## src/rtl/seg_scan_ctrl.sv

```systemverilog
// Time-multiplexed seven-segment scan controller: snapshots a packed digit bus
// once per frame and drives one digit common at a time with dead-time between digits.
module seg_scan_ctrl #(
  parameter int DIGITS = 4,
  parameter int DIV    = 1000,
  parameter int DEAD   = 16
) (
  input  logic                  clk,
  input  logic                  reset_n,
  input  logic                  en,
  input  logic [4*DIGITS-1:0]   digits,
  input  logic [DIGITS-1:0]     dp_mask,
  input  logic                  lzb,
  output logic [DIGITS-1:0]     com_n,
  output logic [6:0]            seg_n,
  output logic                  dp_n,
  output logic                  frame
);

  localparam int MAXC = (DIV > DEAD) ? DIV : DEAD;
  localparam int PW   = (MAXC > 1) ? $clog2(MAXC) : 1;
  localparam int IW   = $clog2(DIGITS);

  localparam logic [PW-1:0] DEAD_LAST = PW'(DEAD - 1);
  localparam logic [PW-1:0] DIV_LAST  = PW'(DIV - 1);
  localparam logic [IW-1:0] IDX_LAST  = IW'(DIGITS - 1);

  typedef enum logic [1:0] {IDLE, LOAD, BLANK, DRIVE} state_t;

  state_t                state, state_nxt;
  logic [PW-1:0]         presc, presc_nxt;
  logic [IW-1:0]         idx, idx_nxt;
  logic [4*DIGITS-1:0]   dig_sh;
  logic [DIGITS-1:0]     dp_sh;
  logic                  lzb_sh;
  logic [DIGITS-1:0]     blank;
  logic [3:0]            cur_nib;
  logic                  upper_zero;

  function automatic logic [6:0] hex_decode(input logic [3:0] nib);
    case (nib)
      4'h0: hex_decode = 7'h40;
      4'h1: hex_decode = 7'h79;
      4'h2: hex_decode = 7'h24;
      4'h3: hex_decode = 7'h30;
      4'h4: hex_decode = 7'h19;
      4'h5: hex_decode = 7'h12;
      4'h6: hex_decode = 7'h02;
      4'h7: hex_decode = 7'h78;
      4'h8: hex_decode = 7'h00;
      4'h9: hex_decode = 7'h10;
      4'hA: hex_decode = 7'h08;
      4'hB: hex_decode = 7'h03;
      4'hC: hex_decode = 7'h46;
      4'hD: hex_decode = 7'h21;
      4'hE: hex_decode = 7'h06;
      default: hex_decode = 7'h0E;
    endcase
  endfunction

  // State register with scan position and prescaler.
  always_ff @(posedge clk or negedge reset_n) begin
    if (!reset_n) begin
      state <= IDLE;
      presc <= '0;
      idx   <= '0;
    end else begin
      state <= state_nxt;
      presc <= presc_nxt;
      idx   <= idx_nxt;
    end
  end

  // Snapshot taken on the LOAD exit edge so a frame never tears.
  always_ff @(posedge clk or negedge reset_n) begin
    if (!reset_n) begin
      dig_sh <= '0;
      dp_sh  <= '0;
      lzb_sh <= 1'b0;
    end else if (state == LOAD && en) begin
      dig_sh <= digits;
      dp_sh  <= dp_mask;
      lzb_sh <= lzb;
    end
  end

  always_comb begin
    state_nxt = state;
    presc_nxt = presc;
    idx_nxt   = idx;
    case (state)
      IDLE: if (en) state_nxt = LOAD;
      LOAD: begin
        state_nxt = BLANK;
        presc_nxt = '0;
        idx_nxt   = '0;
      end
      BLANK: begin
        if (presc == DEAD_LAST) begin
          state_nxt = DRIVE;
          presc_nxt = '0;
        end else begin
          presc_nxt = presc + 1'b1;
        end
      end
      DRIVE: begin
        if (presc == DIV_LAST) begin
          presc_nxt = '0;
          if (idx == IDX_LAST) begin
            state_nxt = LOAD;
          end else begin
            state_nxt = BLANK;
            idx_nxt   = idx + 1'b1;
          end
        end else begin
          presc_nxt = presc + 1'b1;
        end
      end
      default: state_nxt = IDLE;
    endcase
    if (!en && state != IDLE) begin
      state_nxt = IDLE;
      presc_nxt = '0;
      idx_nxt   = '0;
    end
  end

  // Digit i>0 blanks when lzb is set and it and every more significant nibble are zero.
  always_comb begin
    blank      = '0;
    upper_zero = lzb_sh;
    for (int i = DIGITS - 1; i >= 1; i--) begin
      upper_zero = upper_zero && (dig_sh[4*i +: 4] == 4'h0);
      blank[i]   = upper_zero;
    end
  end

  always_comb begin
    cur_nib = 4'h0;
    for (int i = 0; i < DIGITS; i++) begin
      if (idx == IW'(i)) cur_nib = dig_sh[4*i +: 4];
    end
  end

  always_comb begin
    com_n = '1;
    seg_n = 7'h7F;
    dp_n  = 1'b1;
    frame = 1'b0;
    case (state)
      LOAD: frame = 1'b1;
      DRIVE: begin
        com_n[idx] = 1'b0;
        seg_n      = blank[idx] ? 7'h7F : hex_decode(cur_nib);
        dp_n       = ~dp_sh[idx];
      end
      default: ;
    endcase
  end

endmodule

```

## config.mk

```make
export PLATFORM = sky130hd
export DESIGN_NAME = seg_scan_ctrl
export DESIGN_NICKNAME = d
export VERILOG_FILES = /design/src/rtl/seg_scan_ctrl.sv
export SDC_FILE = /design/constraint.sdc
export NUM_CORES = 1
export LEC_CHECK = 0
export BUFFER_PORTS_ARGS = -buffer_cell sky130_fd_sc_hd__clkbuf_2
export CORE_MARGIN = 4
export CORE_UTILIZATION = 50
export CTS_BUF_LIST = sky130_fd_sc_hd__clkbuf_8
export DETAILED_ROUTE_END_ITERATION = 10
export PLACE_DENSITY = 0.8
export SETUP_SLACK_MARGIN = 0.05
export SLEW_MARGIN = 40
export SYNTH_ARGS = -nofsm -noshare
export SYNTH_HDL_FRONTEND = slang
export SYNTH_SLANG_ARGS = --single-unit
export TNS_END_PERCENT = 10
```

## constraint.sdc

```tcl
create_clock -name clk -period 2.3 [get_ports clk]
set_input_delay 0.115 -clock clk [delete_from_list [all_inputs] [get_ports clk]]
set_output_delay 0.115 -clock clk [all_outputs]
set_load 0.01 [all_outputs]
```

==> metrics <==
fin crit share=108%; predominant post-synthesis flop cell=dfrtp_1; GPL Wtd Cong=0.847; TritonCTS clock tree=built; DP HPWL=3510 um; min-delay worst type=input pin to flop; final setup TNS=-0.895 ns; VDD IR max=0.517 mV; FF+latch count, synth=35; post-synthesis async set-or-reset flop share=100%; CP Capture Type=primary output; ANT nets after route=0; FF/Latch Area=878 um^2; failing checks=negative setup slack; share of the synthesized area in the top cell type=40.7%; total clock sinks=35; Design Area, Final=0.00278 mm^2; WHS=0.0488 ns; # setup viols final=7; Hold Startpoint=digits[14]; Setup Crit Path Kind=flop to primary output; Tot GR Track Use=21.0%; DRC Markers=0; vias in the first global route=1845; Die Height=73.6 um; Worst Path Required=2.18 ns; RSZ-0062 raised after global routing=true; ANT cells=0; Reg-to-Reg Start=presc[0]; Final min period=2.49 ns; GR Overflow Total=0; Layout Skew=0.00285 ns; drt total wl=5020 um; Fillers=305; count leader, synth=dfrtp_1; worst-path cell chain=inv_4, ha_4, nor2b_4, a22oi_2, a21o_1, buf_4, mux2_2, a221o_1, clkbuf_2; CTS Buf Count=5; Hold Path Sink=dig_sh[14]; status=finished with violations; path depth of the worst reg2reg path=6; Post-Synthesis Cells=210; htree depth=2; largest net degree at the start of global routing=22; CTS Root Cell=clkbuf_8; Area after DPL=0.00246 mm^2; area of the multi-input gates=0.00135 mm^2; # IOs=37; Slew Viols, Final=0; DR vias/cell=5.66; area grow syn2layout=29.1%; yosys warns=0; Core Rows=23; Highest Clock Rate=401 MHz; R2R Setup Slk=0.51 ns; proportion of layout cells with a drive suffix above 1=48.7%; Initial DRT Pass Iterations=4; Slew HR=50.4%; EDFF count, synth=0; initial antenna violation count=0; Die ar.=0.00541 mm^2; number of port buffers=36; Worst R2R End=idx[1]; Nets=299; DP Worst Slack=0.0308 ns; CORE AREA=0.00409 mm^2; Initial Utilization=52.6%; syn_area_per_cell=10.2 um^2; sequential fraction of the synthesis area=40.7%; critical path arrival=2.38 ns; Fin. Hold Viols=0; Commonest cells post-synth=35 x dfrtp_1, 26 x nand2_1, 22 x mux2_2; Hold Crit Depth=2; Worst-Skew Late Latency=0.29 ns; CP startpoint kind=flop; PD cells=759 mW/mm^2; LEAKAGE=1.22 nW; Slowest cell on crit path=dfrtp_2; worst slew pin tran=0.742 ns; clk slew on worst S/H paths=0.07 ns; via count=1782; average wire per standard cell=15.9 um; Synth area leader=dfrtp_1; crit path max fanout=7; CTS max path bufs=2; post-synthesis net count=245; die width=73.6 um; top post-synthesis cells by area=dfrtp_1 41%, mux2_2 12%, ha_1 6.4%, nand2_1 4.5%, o21ai_0 3.7%; initial DRC count=76; Max Cap Viol=0; post-synth cell types=52; Worst path max stage delay=0.48 ns; synthesized cell area=0.00215 mm^2; global-route wire length before repair=8640 um; worst setup margin=-0.191 ns
-- cell type report --
| cell class | count | area share (%) |
|---|---|---|
| clock buffer | 5 | 2.48 |
| clock inverter | 3 | 0.586 |
| inverter | 8 | 1.26 |
| multi-input combinational | 157 | 48.6 |
| sequential | 35 | 31.6 |
| tap | 50 | 2.25 |
| timing repair buffer | 57 | 13.2 |
-- report_power, final --
part           switching, mW  internal, mW
clock network          0.231         0.207
logic                  0.374         0.428
registers              0.119         0.751
total                  0.724          1.39
-- per-stage QoR --
stage,power [mW],instances,utilization [%]
2_1_floorplan,1.29,210,-
3_3_place_gp,1.48,300,59.6
3_5_place_dp,1.51,301,60.3
4_1_cts,2.07,315,67.6
5_1_grt,2.25,315,68.0
6_report,2.11,315,68.0
-- flip-flops by register name, summed over array words and instances, names as in the netlist --
name    count
dig_sh     16
dp_sh       4
idx         2
lzb_sh      1
presc      10
state       2
-- worst max-delay path, delay by kind of cell, from the launching register on --
kind | cells | cell delay [ns]
AO/OA/AOI/OAI | 3 | 0.65
flip-flops | 1 | 0.48
buffers and inverters | 3 | 0.36
multiplexers | 1 | 0.33
adder cells (fa/ha/maj) | 1 | 0.19
AND/OR/NAND/NOR | 1 | 0.06
-- placed cells by master (no fill, tap or decap), types with 4 or more instances in the layout --
| cell type | n |
|---|---|
| dfrtp_1 | 33 |
| nor2_1 | 6 |
| xnor2_1 | 5 |
| nand2_1 | 26 |
| mux2_2 | 22 |
| nand3_1 | 7 |
| ha_4 | 7 |
| buf_4 | 17 |
| nor3_1 | 5 |
| nor4_1 | 4 |
| ha_1 | 4 |
| clkbuf_2 | 34 |
| o21ai_0 | 13 |
| clkbuf_8 | 5 |
| inv_1 | 4 |
-- cells by family (layout without fill, tap and decap cells) --
logic type	count (synthesis)	after routing	share of synthesized area, %
buffers and inverters	18	73	4.48
AOI/OAI and AO/OA	42	42	14.0
xor gates and xnor gates	8	8	3.26
muxes	24	24	13.3
adders and majority gates	11	11	6.40
DFF	35	35	40.7
and+or+nand+nor	72	72	17.9
-- metal layers --
layer  up-vias  routed length [um]  GRT usage [%]
met4         0                 164           10.9
met2        44                2240           31.0
met3        14                 202           4.65
li1        867                   -              -
met1       857                2410           28.8
met5         -                   0              0
-- worst max path at each step --
stage / slack [ns] / startpoint / cells after the start / to
2_1_floorplan: 0.05 / idx[0] / 9 / seg_n[3]
3_3_place_gp: 0.08 / idx[0] / 11 / seg_n[5]
3_5_place_dp: 0.03 / idx[0] / 11 / seg_n[5]
4_1_cts: -0.14 / idx[1] / 11 / seg_n[6]
5_1_grt: -0.31 / idx[0] / 11 / seg_n[3]
6_report: -0.19 / idx[1] / 9 / seg_n[1]
-- timing repair --
action / 4_1_cts / 5_1_grt
resized for setup: 39 / 5
setup endpoints to repair: 7 / 7
pin swaps: 12 / 2
hold endpoints to repair: 16 / 0
hold buffers: 1 / 0
cloned: 0 / 0
setup buffers: 5 / 0
Note: power is estimated with default switching activity, not from simulation.
